<file path="src/rtl/addsub_pkg.sv">
// Shared definitions for the nibble-serial add/sub datapath.
package addsub_pkg;

  localparam int NIB_W = 4;

  typedef enum logic [1:0] {
    IDLE = 2'd0,
    RUN  = 2'd1,
    DONE = 2'd2
  } state_e;

  // Number of 4-bit nibbles needed to cover a WIDTH-bit word.
  function automatic int nibs_f(input int width);
    return width / NIB_W;
  endfunction

endpackage

</file>
<file path="src/rtl/fasrip.sv">
// 4-bit ripple add/sub slice: s = a + (b ^ {4{s_op}}) + cin.
module fasrip #(
  parameter int Tpd = 1
) (
  input  logic [3:0] a,
  input  logic [3:0] b,
  input  logic       cin,
  input  logic       s_op,
  output logic [3:0] s,
  output logic       cout
);

  // Tpd only describes the legacy behavioural model's delay; the
  // synthesizable slice is zero-delay, so just reject nonsense values.
  if (Tpd < 0) begin : g_bad_tpd
    $error("fasrip: Tpd must be non-negative");
  end

  logic [3:0] be;
  logic [4:0] c;

  assign be   = b ^ {4{s_op}};
  assign c[0] = cin;

  // Full-adder ripple chain, bit 0 up to bit 3.
  for (genvar i = 0; i < 4; i++) begin : g_bit
    assign s[i]   = a[i] ^ be[i] ^ c[i];
    assign c[i+1] = (a[i] & be[i]) | (c[i] & (a[i] ^ be[i]));
  end

  assign cout = c[4];

endmodule

</file>
<file path="src/rtl/nibble_addsub_seq.sv">
// Nibble-serial WIDTH-bit add/sub built from one reused 4-bit fasrip slice.
// Carry is carried between nibbles in a register so the combinational
// path never exceeds one 4-bit ripple.
module nibble_addsub_seq
  import addsub_pkg::*;
#(
  parameter int WIDTH = 16,
  parameter int Tpd   = 1
) (
  input  logic             clk,
  input  logic             rst,
  input  logic             in_valid,
  output logic             in_ready,
  input  logic [WIDTH-1:0] a,
  input  logic [WIDTH-1:0] b,
  input  logic             op,
  output logic             out_valid,
  input  logic             out_ready,
  output logic [WIDTH-1:0] s,
  output logic             cout,
  output logic             ovf,
  output logic             zero
);

  localparam int NIBS  = nibs_f(WIDTH);
  localparam int IDX_W = (NIBS > 1) ? $clog2(NIBS) : 1;
  localparam logic [IDX_W-1:0] LAST = IDX_W'(NIBS - 1);

  localparam logic [1:0] S_IDLE = IDLE;
  localparam logic [1:0] S_RUN  = RUN;
  localparam logic [1:0] S_DONE = DONE;

  if (WIDTH < NIB_W || (WIDTH % NIB_W) != 0) begin : g_bad_width
    $error("nibble_addsub_seq: WIDTH must be a multiple of 4, minimum 4");
  end

  logic [1:0]                 state;
  logic [IDX_W-1:0]           idx;
  logic                       carry;
  logic                       op_r;
  logic [NIBS-1:0][NIB_W-1:0] a_r, b_r, s_r;
  logic [NIB_W-1:0]           sl_s;
  logic                       sl_co;
  logic                       ovf_nxt;

  assign in_ready  = (state == S_IDLE) & ~rst;
  assign out_valid = (state == S_DONE);
  assign s         = s_r;

  fasrip #(.Tpd(Tpd)) u_slice (
    .a    (a_r[idx]),
    .b    (b_r[idx]),
    .cin  (carry),
    .s_op (op_r),
    .s    (sl_s),
    .cout (sl_co)
  );

  // Signed overflow: operands agree in sign but result sign differs. The
  // effective B sign accounts for the inversion applied on subtract.
  assign ovf_nxt = (a_r[NIBS-1][NIB_W-1] == (b_r[NIBS-1][NIB_W-1] ^ op_r)) &
                   (sl_s[NIB_W-1] != a_r[NIBS-1][NIB_W-1]);

  // Control FSM plus nibble datapath; flags are latched on the last nibble.
  always_ff @(posedge clk or posedge rst) begin
    if (rst) begin
      state <= S_IDLE;
      idx   <= '0;
      carry <= 1'b0;
      op_r  <= 1'b0;
      a_r   <= '0;
      b_r   <= '0;
      s_r   <= '0;
      cout  <= 1'b0;
      ovf   <= 1'b0;
      zero  <= 1'b0;
    end else begin
      case (state)
        S_IDLE: begin
          if (in_valid) begin
            a_r   <= a;
            b_r   <= b;
            op_r  <= op;
            carry <= op;   // +1 of the two's-complement negate
            idx   <= '0;
            s_r   <= '0;
            state <= S_RUN;
          end
        end
        S_RUN: begin
          s_r[idx] <= sl_s;
          carry    <= sl_co;
          idx      <= idx + 1'b1;
          if (idx == LAST) begin
            state <= S_DONE;
            cout  <= sl_co;
            ovf   <= ovf_nxt;
            // Upper nibbles are still cleared, so the word is zero iff the
            // nibbles written so far and this last one are all zero.
            zero  <= (s_r == '0) && (sl_s == '0);
          end
        end
        S_DONE: begin
          if (out_ready) state <= S_IDLE;
        end
        default: state <= S_IDLE;
      endcase
    end
  end

endmodule

</file>
<file path="config.mk">
export PLATFORM = sky130hd
export DESIGN_NAME = nibble_addsub_seq
export DESIGN_NICKNAME = d
export VERILOG_FILES = /design/src/rtl/addsub_pkg.sv /design/src/rtl/fasrip.sv /design/src/rtl/nibble_addsub_seq.sv
export SDC_FILE = /design/constraint.sdc
export NUM_CORES = 1
export LEC_CHECK = 0
export BUFFER_PORTS_ARGS = -buffer_cell sky130_fd_sc_hd__buf_2
export CAP_MARGIN = 25
export CORE_MARGIN = 2
export CORE_UTILIZATION = 45
export DETAILED_ROUTE_END_ITERATION = 8
export PLACE_DENSITY = 0.75
export SLEW_MARGIN = 5
export SYNTH_ARGS = -nofsm -noshare
export SYNTH_HDL_FRONTEND = slang
export SYNTH_SLANG_ARGS = --single-unit
</file>
<file path="constraint.sdc">
create_clock -name clk -period 3.8 [get_ports clk]
set_clock_uncertainty 0.15 [all_clocks]
set_input_delay 0.76 -clock clk [delete_from_list [all_inputs] [get_ports clk]]
set_output_delay 0.76 -clock clk [all_outputs]
set_load 0.005 [all_outputs]
</file>
==> results by group, run 1 <==
Final layout
  • Proportion of layout cells with a drive suffix above 1: 49.6%
  • Synth-to-Final Area Change: 18.4%
  • Design Area, Final: 3270 sq um
  • Layout Nets: 301
  • Most frequent cells in the layout: dfrtp_1 (57), buf_2 (57), mux2_2 (43), a22o_1 (14), clkbuf_8 (10)
  • N_diodes: 0

Clocking
  • CTS buffer count: 9
  • TritonCTS clock tree: built
  • Root Buffer: clkbuf_8
  • Post-cts repair resize count: 0
  • Worst-path clk slew: 0.06 ns
  • CTS sink cnt: 57
  • Hold buffer count at CTS: 0
  • Latest clock arrival within the worst-skew pair: 0.34 ns
  • Post CTS Setup Buffer Count: 0
  • Htree depth: 3
  • Maximum root-to-sink buffer count: 2

STA
  • Setup TNS: 0 ns
  • Least-Margin Pin Slew: 0.780 ns
  • # setup viols final: 0
  • Min Tclk post-route: 3.53 ns
  • Tcrit/Tclk final: 92.9%
  • Rel. slew slack: 48.0%
  • Final hold vios: 0
  • Highest clock rate: 0.283 GHz
  • Setup repair after global routing missed its margin: no
  • Slew Viols, Final: 0

Floorplanning
  • Area of the core: 5920 sq um
  • Height of the chip: 82.3 microns
  • Effective utilization at floorplan: 46.6%
  • Row Count: 28
  • Die area: 6770 sq um
  • Die width: 82.3 microns
  • Ports: 58

Worst setup path
  • Crit end category: flip-flop
  • Crit path DAT: 3.64 ns
  • Req. time, crit path: 3.91 ns
  • CP Class: reg2reg
  • Critical Path Source Type: flip-flop
  • Worst-path fanout max: 7

Synth
  • Synth Warn #: 0
  • #FFs+latches synth: 57
  • Count of different cell masters after synthesis: 34
  • Seq/Total Area, Yosys: 51.7%
  • Top post-synthesis cells by area: dfrtp_1 (52%), mux2_2 (18%), mux4_2 (6.5%)
  • Dominant cell type by area after synthesis: dfrtp_1
  • Cell Area, Synth: 2760 sq um
  • Mean Syn Cell Area: 14.2 sq um
  • Yosys top cell area share: 51.7%
  • Synth Instances: 194
  • Post-Synthesis Net Count: 239

Route
  • DRT antenna net count: 0
  • Routed vias/inst: 5.52
  • Vias: 1,848
  • Drt initial violations: 125
  • DRC viols: 0
  • Drt total wl: 5590 microns
  • DR WL/cell: 16.7 microns
  • Drt first pass iters: 4

Job
  • MaxCap Viol Count: 0

Placed design
  • Routability cong.: 0.777
  • Placed Area: 3100 sq um
  • I/O Buffers: 57
  • Detailed placer's ending HPWL: 4070 microns

Pwr
  • Total Power Consumption: 3.55 mW
  • Pleak: 1.52 nW
  • Max VDD drop: 0.453 mV
  • Power Density: 1090 nW/um^2

Global routing
  • Largest net degree at the start of global routing: 37
  • GRT Total Usage: 19.1%
  • First-pass GRT wire length: 9290 microns
  • Initial antenna violation count: 0
  • Grt ovf: 0
  • Vias in the first global route: 1,835

Worst hold path
  • Worst hold path class: reg2reg

Run status
  • Status: complete, no violations
[power breakdown]
| part | switching (mW) | internal, mW |
|---|---|---|
| sequential | 0.257 | 0.893 |
| combinational | 0.867 | 1.06 |
| clock | 0.228 | 0.248 |
| total | 1.35 | 2.20 |
[stage by stage]
stage	utilization, %	hold WS, ns	worst slack (ns)	instances
2_1_floorplan	-	0.302	0.354	194
3_3_place_gp	52.4	0.318	0.352	320
3_5_place_dp	52.4	0.321	0.261	320
4_1_cts	55.2	0.334	0.234	335
5_1_grt	55.2	0.366	0.0250	335
6_report	55.2	0.334	0.270	335
[cell families after synthesis]
kind of cell    count (synthesis)  share of synthesized area [%]
fa+ha+maj                       8                           4.72
buf+inv                        19                           3.72
simple gates                   26                           5.94
compound gates                 26                           7.44
flops                          57                           51.7
mux                            53                           24.9
xor+xnor                        5                           1.59
[registers in the layout (all words and copies together) (netlist names)]
name and flops:
a_r 16, b_r 16, s 16, idx 2
state 2, carry 1, cout 1, op_r 1
ovf 1, zero 1
[final cells by class]
| cell class | count | area [sq um] |
|---|---|---|
| Multi-Input combinational cell | 118 | 1230 |
| Clock buffer | 12 | 145 |
| Fill cell | 525 | 2660 |
| Inverter | 8 | 30.0 |
| Clock inverter | 3 | 17.5 |
| Sequential cell | 57 | 1430 |
| Tap cell | 75 | 93.8 |
| Timing Repair Buffer | 62 | 323 |
[worst paths after layout]
kind	start	to	slack (ns)	cells past startpoint
setup / recovery	idx[0]	ovf	0.27	9
hold / removal	zero	zero	0.33	2
setup reg to reg	idx[0]	ovf	0.27	9
hold reg to reg	zero	zero	0.33	2
max in group asynchronous	rst	b_r[3]	2.32	3
min in group asynchronous	rst	s[8]	0.40	2
[per-layer routing]
metal	wire, microns	track usage, %
met1	2580	25.6
met2	2560	28.2
met4	95	8.33
met3	345	6.52
met5	0	0
[cells in the mapped netlist]
cell type / instances
fa_1: 4
inv_1: 8
mux2_1: 2
ha_1: 4
nor4_1: 4
a2bb2oi_1: 1
o2bb2ai_1: 2
mux4_2: 8
nor3_1: 1
buf_2: 7
nor2_1: 4
xor2_1: 3
a31oi_1: 1
mux2_2: 43
a22o_1: 14
o21bai_1: 1
dfrtp_1: 57
o31ai_1: 1
xnor2_1: 2
clkbuf_1: 1
a21oi_1: 1
nor2b_1: 2
o21ai_0: 4
nor4bb_1: 1
a32o_1: 1
buf_6: 3
nand3b_1: 1
nor3b_4: 1
nand3_1: 4
or3_1: 1
nand2b_1: 2
and3b_1: 1
nand2_1: 3
nor2_4: 1
[critical path, cell delays in order (launching register included)]
cell and delay (ns):
dfrtp_1 0.48, buf_4 0.24, mux4_2 0.54, fa_1 0.42, fa_1 0.37, inv_1 0.08, fa_1 0.17, fa_1 0.48
or3_1 0.37, a31oi_1 0.16
Power figures use the tool's default switching activity.
==> run 2: changes to the inputs <==
SETUP_SLACK_MARGIN = 0.3   (was not set)
==> run 2 against run 1 <==
Compared with the run above: combinational power up 3%; critical endpoint unchanged; sequential power about the same; sequential cell count unchanged; cell count up 1.2%; worst hold slack worse by 0.0053 ns; sequential share of layout area down 0.49 points; non-clock buffer count up 4; design area up 1.3%.
==> results by group, run 2 (synthesis results as in run 1) <==
Final layout
  • Layout Nets: 305
  • Area of the multi-input gates: 1230 sq um
  • Commonest non-fill, non-tap cell in the layout: buf_2
  • FF+latch area: 1430 sq um
  • Proportion of layout cells with a drive suffix above 1: 51.5%
  • Synth-to-Final Area Change: 19.9%
  • N_diodes: 0
  • Most frequent cells in the layout: buf_2 (57), dfrtp_1 (55), mux2_2 (43), a22o_1 (14), clkbuf_8 (10)
  • Fillers: 522

Pwr
  • Pleak: 1.54 nW
  • Max VDD drop: 0.468 mV
  • Power Density: 1090 nW/um^2
  • Total Power Consumption: 3.60 mW

Worst setup path
  • Critical Path Max Stage Delay: 0.52 ns
  • Worst R2R Start: idx[0]
  • Crit path capture: ovf
  • Crit-path cells: buf_8, mux4_2, fa_1, fa_1, inv_1, fa_1, fa_2, or3_1, a31oi_1
  • Worst Path Buf+Inv: 2
  • Crit path DAT: 3.47 ns
  • Top cell family by delay on the critical path: adder cells
  • Number of cells on the critical path: 9
  • CP Class: reg2reg
  • Reg2reg end: ovf
  • Worst r2r path cells: 9
  • Worst path slowest cell: mux4_2
  • Most numerous cell on the critical path: fa_1
  • Req. time, crit path: 3.91 ns
  • Critical Path Start: idx[0]
  • Critical Path Source Type: flip-flop
  • Worst-path fanout max: 7
  • Crit end category: flip-flop
  • Worst R2R Setup Slack: 0.44 ns

Global routing
  • Largest net degree at the start of global routing: 37
  • Initial antenna violation count: 0
  • Grt ovf: 0
  • GRT Total Usage: 19.2%
  • First-pass GRT wire length: 9320 microns
  • Vias in the first global route: 1,840

Route
  • Drt initial violations: 117
  • DRC viols: 0
  • Vias: 1,845
  • Drt total wl: 5600 microns
  • Drt first pass iters: 4
  • DR WL/cell: 16.5 microns
  • Routed vias/inst: 5.44
  • DRT antenna net count: 0

Floorplanning
  • Die width: 82.3 microns
  • Die area: 6770 sq um
  • Row Count: 28
  • Effective utilization at floorplan: 46.6%
  • Height of the chip: 82.3 microns
  • Ports: 58
  • Area of the core: 5920 sq um

Placed design
  • I/O Buffers: 57
  • Detailed placer's ending HPWL: 4070 microns
  • Routability cong.: 0.777

Clocking
  • CTS buffer count: 9
  • CTS sink cnt: 57
  • Latest clock arrival within the worst-skew pair: 0.34 ns
  • Worst-path clk slew: 0.06 ns
  • Htree depth: 3
  • Root Buffer: clkbuf_8
  • TritonCTS clock tree: built
  • Maximum root-to-sink buffer count: 2
  • Hold buffer count at CTS: 0

STA
  • Highest clock rate: 0.298 GHz
  • Setup TNS: 0 ns
  • Min Tclk post-route: 3.36 ns
  • Slew Viols, Final: 0
  • Rel. slew slack: 48.4%
  • # setup viols final: 0
  • Final hold vios: 0
  • Least-Margin Pin Slew: 0.774 ns
  • Worst hold slack: 0.328 ns
  • Tcrit/Tclk final: 88.4%
  • Setup repair after global routing missed its margin: yes

Worst hold path
  • Worst hold path class: reg2reg

Job
  • MaxCap Viol Count: 0

Run status
  • Status: complete, no violations
-- run 2: power by group --
group          internal [mW]  switching [mW]  total (mW)  leakage [nW]
Clock                  0.248           0.225       0.474        0.0822
Sequential             0.896           0.254        1.15         0.695
Combinational           1.10           0.878        1.98         0.759
Total                   2.25            1.36        3.60          1.54
-- run 2: metal layers --
metal	global-route usage [%]	wire, microns	vias to the layer above
li1	-	-	853
met1	25.7	2540	920
met2	28.5	2610	61
met3	6.52	341	11
met4	8.33	102	0
met5	0	0	-
-- run 2: worst min-delay path by stage --
stage / from / end / depth (start not counted)
6_report: zero / zero / 2
3_3_place_gp: zero / zero / 2
5_1_grt: a_r[9] / a_r[9] / 1
4_1_cts: zero / zero / 2
3_5_place_dp: a_r[9] / a_r[9] / 1
2_1_floorplan: a_r[10] / a_r[10] / 1
-- run 2: repair_timing --
| item | in CTS | in global routing |
|---|---|---|
| resized for setup | 1 | 4 |
| buffers inserted | 0 | 4 |
| endpoints found under the setup margin | 1 | 5 |
-- run 2: worst min-delay path, delay by kind of cell (launching register included) --
kind	cells	cell delay, ns
simple gates	1	0.05
flops	1	0.34
compound gates	1	0.06
-- run 2: cell type report --
class,count,share of cell area [%]
Clock buffer,12,4.39
Multi-Input combinational cell,118,37.3
Timing Repair Buffer,66,10.9
Sequential cell,57,43.2
Tap cell,75,2.84
Clock inverter,3,0.530
Inverter,8,0.908
-- run 2: stage by stage --
stage	area (sq um)	worst slack, ns	cells	utilization [%]
global placement	3100	0.352	320	52.4
floorplan	2760	0.354	194	-
global route	3310	0.249	339	55.9
detailed placement	3100	0.261	320	52.4
finish	3310	0.440	339	55.9
CTS	3270	0.315	335	55.2
